**config.mk**
```make
export PLATFORM = sky130hd
export DESIGN_NAME = rf_write_arbiter_flat
export DESIGN_NICKNAME = d
export VERILOG_FILES = /design/src/rtl/rf_write_arbiter_if.sv /design/src/rtl/rf_write_arbiter.sv /design/src/flat_wrapper.sv
export SDC_FILE = /design/constraint.sdc
export NUM_CORES = 1
export LEC_CHECK = 0
export CORE_UTILIZATION = 44
export CTS_BUF_LIST = sky130_fd_sc_hd__clkbuf_8 sky130_fd_sc_hd__clkbuf_16
export DETAILED_ROUTE_END_ITERATION = 7
export PLACE_DENSITY = 0.84
export SKIP_CTS_REPAIR_TIMING = 1
export SLEW_MARGIN = 5
export SYNTH_ARGS = -nofsm -noshare
export SYNTH_HDL_FRONTEND = slang
export SYNTH_SLANG_ARGS = --single-unit
```
**constraint.sdc**
```tcl
create_clock -name clk -period 4.2 [get_ports clk]
set_input_delay 0.84 -clock clk [delete_from_list [all_inputs] [get_ports clk]]
set_output_delay 0.84 -clock clk [all_outputs]
set_load 0.01 [all_outputs]
```
**src/rtl/rf_write_arbiter_if.sv**
```systemverilog
// Signal bundle between the WB stage, multi-cycle unit, issue stage and the
// register-file write arbiter. The arbiter takes the slave side.
interface rf_write_arbiter_if;
    logic        wb_valid;
    logic [4:0]  wb_rd;
    logic [31:0] wb_data;

    logic        mc_valid;
    logic [4:0]  mc_rd;
    logic [31:0] mc_data;
    logic        mc_ready;

    logic [4:0]  iss_ra;
    logic [4:0]  iss_rb;
    logic [4:0]  iss_rd;
    logic        iss_ra_use;
    logic        iss_rb_use;
    logic        iss_rd_use;
    logic        iss_long;
    logic        iss_valid;
    logic        issue_stall;
    logic        pipe_stall;

    logic [4:0]  RW;
    logic [31:0] PW;
    logic        LE;
    logic [31:0] pend;

    modport master (
        output wb_valid, wb_rd, wb_data,
        output mc_valid, mc_rd, mc_data,
        output iss_ra, iss_rb, iss_rd, iss_ra_use, iss_rb_use, iss_rd_use,
        output iss_long, iss_valid,
        input  mc_ready, issue_stall, pipe_stall, RW, PW, LE, pend
    );

    modport slave (
        input  wb_valid, wb_rd, wb_data,
        input  mc_valid, mc_rd, mc_data,
        input  iss_ra, iss_rb, iss_rd, iss_ra_use, iss_rb_use, iss_rd_use,
        input  iss_long, iss_valid,
        output mc_ready, issue_stall, pipe_stall, RW, PW, LE, pend
    );
endinterface

```
**src/rtl/rf_write_arbiter.sv**
```systemverilog
// Register-file write-port arbiter (WB over multi-cycle) with a pending-write
// scoreboard and starvation guard. Define RF_ARB_PERF_EN for conflict_cnt.
module rf_write_arbiter #(
    parameter int STARVE_LIMIT = 4,
    parameter int PERF_W       = 16
) (
    input  logic                 clk,
    input  logic                 rst_n,
    rf_write_arbiter_if.slave    bus
`ifdef RF_ARB_PERF_EN
    ,
    output logic [PERF_W-1:0]    conflict_cnt
`endif
);

    typedef enum logic {ARB, FORCE} state_t;

    localparam logic [4:0] LIMIT = 5'(STARVE_LIMIT);

    state_t      state_q, state_nxt;
    logic [4:0]  rw_q;
    logic [31:0] pw_q;
    logic        le_q;
    logic [31:0] pend_q, pend_nxt;
    logic [3:0]  wait_q, wait_nxt;
    logic [4:0]  wait_inc;

    logic        wb_win, mc_win, refused, reserve, stall;
    logic [4:0]  win_rd;
    logic [31:0] win_data;

    assign wb_win   = bus.wb_valid;
    assign mc_win   = bus.mc_valid & ~bus.wb_valid;
    assign refused  = bus.mc_valid & bus.wb_valid;
    assign win_rd   = wb_win ? bus.wb_rd   : bus.mc_rd;
    assign win_data = wb_win ? bus.wb_data : bus.mc_data;

    // Checked against the current scoreboard: a register retiring this cycle still stalls.
    assign stall = bus.iss_valid &
                   ((bus.iss_ra_use & pend_q[bus.iss_ra]) |
                    (bus.iss_rb_use & pend_q[bus.iss_rb]) |
                    (bus.iss_rd_use & pend_q[bus.iss_rd]));

    assign reserve = bus.iss_valid & bus.iss_long & bus.iss_rd_use & ~stall &
                     (bus.iss_rd != 5'd0);

    assign bus.mc_ready    = mc_win;
    assign bus.issue_stall = stall;
    assign bus.pipe_stall  = (state_q == FORCE);
    assign bus.RW          = rw_q;
    assign bus.PW          = pw_q;
    assign bus.LE          = le_q;
    assign bus.pend        = pend_q;

    always_comb begin
        pend_nxt = pend_q;
        if (mc_win)  pend_nxt[bus.mc_rd]  = 1'b0;
        if (reserve) pend_nxt[bus.iss_rd] = 1'b1;
        pend_nxt[0] = 1'b0;
    end

    always_comb begin
        wait_inc = {1'b0, wait_q} + 5'd1;
        if (!refused)              wait_nxt = '0;
        else if (wait_q == 4'hf)   wait_nxt = wait_q;
        else                       wait_nxt = wait_inc[3:0];
    end

    // FORCE is left once the multi-cycle request is either granted or withdrawn.
    always_comb begin
        state_nxt = state_q;
        case (state_q)
            ARB:     if (refused && wait_inc >= LIMIT) state_nxt = FORCE;
            FORCE:   if (!refused)                     state_nxt = ARB;
            default: state_nxt = ARB;
        endcase
    end

    always_ff @(posedge clk or negedge rst_n) begin
        if (!rst_n) begin
            state_q <= ARB;
            wait_q  <= '0;
            pend_q  <= '0;
        end else begin
            state_q <= state_nxt;
            wait_q  <= wait_nxt;
            pend_q  <= pend_nxt;
        end
    end

    // R0 writes are accepted by the handshake but leave the port outputs untouched.
    always_ff @(posedge clk or negedge rst_n) begin
        if (!rst_n) begin
            rw_q <= '0;
            pw_q <= '0;
            le_q <= 1'b0;
        end else if ((wb_win | mc_win) && win_rd != 5'd0) begin
            rw_q <= win_rd;
            pw_q <= win_data;
            le_q <= 1'b1;
        end else begin
            le_q <= 1'b0;
        end
    end

`ifdef RF_ARB_PERF_EN
    localparam logic [PERF_W-1:0] PERF_ONE = PERF_W'(1);

    always_ff @(posedge clk or negedge rst_n) begin
        if (!rst_n)
            conflict_cnt <= '0;
        else if (refused && conflict_cnt != '1)
            conflict_cnt <= conflict_cnt + PERF_ONE;
    end
`endif

endmodule

```
**src/flat_wrapper.sv**
```systemverilog
// flat-port wrapper written by rule: the top's interface ports become plain ports
module rf_write_arbiter_flat 
#(
    parameter int STARVE_LIMIT = 4,
    parameter int PERF_W       = 16
)
  (clk, rst_n, bus_wb_valid, bus_wb_rd, bus_wb_data, bus_mc_valid, bus_mc_rd, bus_mc_data, bus_iss_ra, bus_iss_rb, bus_iss_rd, bus_iss_ra_use, bus_iss_rb_use, bus_iss_rd_use, bus_iss_long, bus_iss_valid, bus_mc_ready, bus_issue_stall, bus_pipe_stall, bus_RW, bus_PW, bus_LE, bus_pend);
  rf_write_arbiter_if bus_i ();
  input  logic clk;
  input  logic rst_n;
  input wire logic [$bits(bus_i.wb_valid)-1:0] bus_wb_valid;
  input wire logic [$bits(bus_i.wb_rd)-1:0] bus_wb_rd;
  input wire logic [$bits(bus_i.wb_data)-1:0] bus_wb_data;
  input wire logic [$bits(bus_i.mc_valid)-1:0] bus_mc_valid;
  input wire logic [$bits(bus_i.mc_rd)-1:0] bus_mc_rd;
  input wire logic [$bits(bus_i.mc_data)-1:0] bus_mc_data;
  input wire logic [$bits(bus_i.iss_ra)-1:0] bus_iss_ra;
  input wire logic [$bits(bus_i.iss_rb)-1:0] bus_iss_rb;
  input wire logic [$bits(bus_i.iss_rd)-1:0] bus_iss_rd;
  input wire logic [$bits(bus_i.iss_ra_use)-1:0] bus_iss_ra_use;
  input wire logic [$bits(bus_i.iss_rb_use)-1:0] bus_iss_rb_use;
  input wire logic [$bits(bus_i.iss_rd_use)-1:0] bus_iss_rd_use;
  input wire logic [$bits(bus_i.iss_long)-1:0] bus_iss_long;
  input wire logic [$bits(bus_i.iss_valid)-1:0] bus_iss_valid;
  output wire logic [$bits(bus_i.mc_ready)-1:0] bus_mc_ready;
  output wire logic [$bits(bus_i.issue_stall)-1:0] bus_issue_stall;
  output wire logic [$bits(bus_i.pipe_stall)-1:0] bus_pipe_stall;
  output wire logic [$bits(bus_i.RW)-1:0] bus_RW;
  output wire logic [$bits(bus_i.PW)-1:0] bus_PW;
  output wire logic [$bits(bus_i.LE)-1:0] bus_LE;
  output wire logic [$bits(bus_i.pend)-1:0] bus_pend;
  assign bus_i.wb_valid = bus_wb_valid;
  assign bus_i.wb_rd = bus_wb_rd;
  assign bus_i.wb_data = bus_wb_data;
  assign bus_i.mc_valid = bus_mc_valid;
  assign bus_i.mc_rd = bus_mc_rd;
  assign bus_i.mc_data = bus_mc_data;
  assign bus_i.iss_ra = bus_iss_ra;
  assign bus_i.iss_rb = bus_iss_rb;
  assign bus_i.iss_rd = bus_iss_rd;
  assign bus_i.iss_ra_use = bus_iss_ra_use;
  assign bus_i.iss_rb_use = bus_iss_rb_use;
  assign bus_i.iss_rd_use = bus_iss_rd_use;
  assign bus_i.iss_long = bus_iss_long;
  assign bus_i.iss_valid = bus_iss_valid;
  assign bus_mc_ready = bus_i.mc_ready;
  assign bus_issue_stall = bus_i.issue_stall;
  assign bus_pipe_stall = bus_i.pipe_stall;
  assign bus_RW = bus_i.RW;
  assign bus_PW = bus_i.PW;
  assign bus_LE = bus_i.LE;
  assign bus_pend = bus_i.pend;
  rf_write_arbiter #(.STARVE_LIMIT(STARVE_LIMIT), .PERF_W(PERF_W)) u_core (.clk(clk), .rst_n(rst_n), .bus(bus_i));
endmodule
```
Word-level counts from Yosys, hierarchy flattened
Index checks and enable logic that the tools add are counted.

Register bits: 74. Logic and storage cells: 61.

$add $sub $neg: 1. $lt $le $gt $ge: 7. Equal/unequal tests: 2. Mux-type cells: 20. Bitwise logic cells: 19. Reduce and logical (&&, ||, !) cells: 6.

Operators by type and width (number): $mux 32 (3); $and 32x32->32 (1); $not 32->32 (1); $or 32x32->32 (1); $lt 5x6->1 const B (4); $bmux 1 s5 (3); $and 1x1->1 (10); $demux 1 s5 (2); $ge 5x1->1 const B (2); $reduce_bool 5->1 (2); $mux 1 (8); $mux 4 (2); $add 4x1->5 const B (1); $ge 5x3->1 const B (1); $mux 5 (1); $eq 4x4->1 const B (1); $logic_and 1x1->1 (4); $not 1->1 (3); $or 1x1->1 (3); $ne 2x2->1 const B (1); $pmux 1 s2 (1).

Longest topological paths before layout
Depth in word-level cells: 10. Gate-level depth with buffers: 9.

Worst setup path after synthesis
Ideal clock, no wire load.

Path kind: input to output. Start point: input port bus_iss_ra[0]. End point: output port bus_issue_stall. Data arrival time: 2762 ps. Setup slack: 598 ps. Stages on the path: 8. Cells stage by stage: clkbuf_1 mux4_2 or2_2 nand3_1 nand4_1 a2111o_1 buf_2 and2_1.

Cells in the longest elaborated chain, start to end: 6.

Ends and longest elaborated chain: from (decl) (RTL line flat_wrapper.sv:17) `input wire logic [$bits(bus_i.iss_ra)-1:0] bus_iss_ra;`; $bmux 1 s5 (RTL line rf_write_arbiter.sv:40) `((bus.iss_ra_use & pend_q[bus.iss_ra]) |`; $mux 1 (not written as such) (RTL line rf_write_arbiter.sv:40); $and 1x1->1 (RTL line rf_write_arbiter.sv:40); $or 1x1->1 (RTL line rf_write_arbiter.sv:40); $or 1x1->1 (RTL line rf_write_arbiter.sv:41) `(bus.iss_rb_use & pend_q[bus.iss_rb]) |`; $and 1x1->1 (RTL line rf_write_arbiter.sv:39) `assign stall = bus.iss_valid &`; to (decl) (RTL line flat_wrapper.sv:26) `output wire logic [$bits(bus_i.issue_stall)-1:0] bus_issue_stall;`.

Every way passes these cells. The select of a mux whose other input is x is not followed.

Final worst setup path
Start point: input port bus_iss_ra[1]. End point: output port bus_issue_stall.

Same word-level chain as after synthesis.

==> impl_metrics.ini <==
[clocking]
clk_transition_reported_paths_ns = 0.08
clock_tree.htree_level_count = 3
clock_latency_reported_for_the_late_side_of_the_worst_skew_pair_ns = 0.35
clock_tree.root_cell = sky130_fd_sc_hd__clkbuf_8
cts_buffers = 9
tritoncts_clock_tree = yes
clk_path_buf_depth = 2
cts_sinks = 74

[yosys]
netlist_instances = 439
post-synth-top-area-fraction_pct = 42.8
synth_ff_type = sky130_fd_sc_hd__dfrtp_1
postSynthRegisterBits = 74
seq_area_frac_synth_pct = 42.8
synth-edff-count = 0
netlist.top_cell.by_area = sky130_fd_sc_hd__dfrtp_1
synth.yosys.warnings = 0
synth_cell_type_count = 44
post_synth_instance_area_mm2 = 0.00432
synth_area_leaders = sky130_fd_sc_hd__dfrtp_1 (43%), sky130_fd_sc_hd__mux2i_1 (14%), sky130_fd_sc_hd__o31ai_1 (4.5%), sky130_fd_sc_hd__a21oi_1 (4.4%), sky130_fd_sc_hd__nor2_1 (4.3%)
synthesis.nets = 539
postSynthAreaPerCell_um2 = 9.85
async_flop_share_pct = 100

[finish]
finalInstanceArea_mm2 = 0.00649
final.fill_count = 708
antenna_cells = 0
commonest_non_fill_non_tap_cells_in_the_layout = sky130_fd_sc_hd__clkdlybuf4s50_1 (163), sky130_fd_sc_hd__dfrtp_1 (74), sky130_fd_sc_hd__mux2i_1 (60), sky130_fd_sc_hd__nor2_1 (50), sky130_fd_sc_hd__a21oi_1 (38)
final_common_cell = sky130_fd_sc_hd__clkdlybuf4s50_1
finalNetCount = 707
layout-area-overhead-vs-synth_pct = 50.0
layout-drive-gt1-share_pct = 10.8

[worst_hold_path]
timing.hold.worst.class = register to register

[sta]
grt_setup_unrepaired = false
post-route-worst-setup-slack_ns = 0.121
period_minus_ws_final_ns = 4.08
min_period_over_period_pct = 97.1
final_hold_viol_count = 0
maxClockFrequency_mhz = 245
slew_headroom_pct = 28.2
timing.final.setup_violations = 0
slew_viol_final = 0
timing.clock.skew_ns = 0.0150
worst-slew-pin-transition_ns = 1.07

[placement]
detailed_place_hpwl_mm = 10.8
count_of_buffers_inserted_at_the_top_level_ports = 169
placed_cell_area_mm2 = 0.00622
dpl_worst_slack_ns = -0.225
finalWeightedCongestion = 0.903

[job]
maxCapViolCount = 0

[route]
route.detailed.wl_per_inst_um = 19.2
avgViaCountPerCell = 5.81
wirelength_mm = 14.2
remaining_drc_errors = 0
drt_pre_antenna_iters = 5
via_count = 4306
drt-initial-drc-count = 271
post_detailed_route_count_of_antenna_violating_nets = 0

[setup_path]
critPathSlowestCell = sky130_fd_sc_hd__clkdlybuf4s50_1
cpPeakStageDelay_ns = 0.56
crit_top_cell = sky130_fd_sc_hd__clkdlybuf4s50_1
path_class = input pin to primary output
worstPathRequired_ns = 3.36
cp-start-kind = input pin
path_cells = clkdlybuf4s50_1 -> buf_4 -> mux2_2 -> o221ai_1 -> o311ai_1 -> a2111o_1 -> and2_1 -> clkdlybuf4s50_1
worst_setup_path_end_kind = primary output
critical_path_peak_fanout = 7
critical_path_arrival_ns = 3.24

[power_and_ir_drop]
power_density_mw_per_mm2 = 337
p_leak_nw = 2.74
report.power.total_mw = 2.18
ir_worst_vdd_mv = 0.229

[global_routing]
total_overflow_reported_by_the_global_router = 0
grt_start_max_net_pins = 75
grt_pass1_vias = 4309
global_route.usage.total_pct = 28.2
grt_pass1_wl_mm = 21.9
grt_antenna_before_repair = 0

[floorplan]
core_area_mm2 = 0.00937
die_w_um = 101
floorplan.initialDensity_pct = 46.1
rows = 35
fp.dieArea_mm2 = 0.0102
ports_placed_on_the_boundary = 171
die_y_um = 101

[run_status]
status = complete, no violations
[cell families (layout without fill, tap and decap cells)]
family / after synthesis / count (layout) / synth area share, %
xor gates and xnor gates: 1 / 1 / 0.203
AOI/OAI and AO/OA: 121 / 121 / 18.2
DFF: 74 / 74 / 42.8
other: 1 / 1 / 0.0867
and+or+nand+nor: 124 / 124 / 14.0
adders and majority gates: 2 / 2 / 0.579
buffers and inverters: 40 / 213 / 3.99
muxes: 76 / 76 / 20.1
[worst paths after layout]
kind / start / to / slack (ns) / cells after the start
min: u_core.bus.PW[6]$_DFFE_PN0P_ / u_core.bus.PW[6]$_DFFE_PN0P_ / 0.53 / 2
max reg2reg: u_core.bus.pend[27]$_DFF_PN0_ / u_core.bus.pend[8]$_DFF_PN0_ / 1.53 / 7
max in group asynchronous: rst_n / u_core.bus.PW[2]$_DFFE_PN0P_ / 2.94 / 1
min reg2reg: u_core.bus.PW[6]$_DFFE_PN0P_ / u_core.bus.PW[6]$_DFFE_PN0P_ / 0.53 / 2
min in group asynchronous: rst_n / u_core.bus.pend[25]$_DFF_PN0_ / 0.62 / 1
max: bus_iss_ra[1] / bus_issue_stall / 0.12 / 8
[power by group]
group | switching, mW | total, mW | internal, mW
combinational | 0.268 | 0.612 | 0.344
clock | 0.280 | 0.692 | 0.412
sequential | 0.0864 | 0.878 | 0.792
[final cells by class]
type                       count  area, um2  area share [%]
timing repair buffer         191       1890            29.1
multi-input combinational    325       2310            35.6
clock buffer                  10        138            2.12
inverter                       6       22.5           0.347
tap                          129        161            2.49
sequential                    74       1850            28.5
clock inverter                 6        114            1.76
[metrics by stage]
| step | setup TNS [ns] | util, % | cells | hold WS [ns] |
|---|---|---|---|---|
| after floorplan | 0 | - | 439 | 0.544 |
| after global placement | -0.186 | 66.4 | 725 | 0.505 |
| after detailed placement | -0.225 | 66.4 | 725 | 0.517 |
| after CTS | -0.239 | 69.1 | 741 | 0.536 |
| after global routing | 0 | 69.2 | 741 | 0.559 |
| final | 0 | 69.2 | 741 | 0.531 |
[synth_stat cells (all sizes together) (7+ instances only)]
library cell and n:
a21oi 38, buf 14, clkbuf 20, dfrtp 74, mux2 8, mux2i 60
mux4 8, nand2 18, nand3 15, nand3b 7, nor2 50, nor2b 7
o21ai 34, o31ai 26, o41ai 7
[per-layer routing]
layer	part of all wire, %	routed length, um	global-route usage (%)
met4	2.9	408	10.3
met3	10	1460	9.45
met5	0	0	0
met1	38	5430	33.1
met2	49	6900	48.3
[sequential cells by signal, summed over array words and instances, names as in the netlist]
signal / count
u_core.bus.pipe_stall: 1
u_core.bus.pend: 31
u_core.wait_q: 4
u_core.bus.PW: 32
u_core.bus.RW: 5
u_core.bus.LE: 1
[worst max-delay path: cells and delay by family]
kind / cells / cell delay [ns]
and+or+nand+nor: 1 / 0.16
muxes: 1 / 0.34
buffers and inverters: 3 / 1.24
AOI/OAI and AO/OA: 3 / 0.65
No activity file was read; power rests on OpenSTA's default activity.
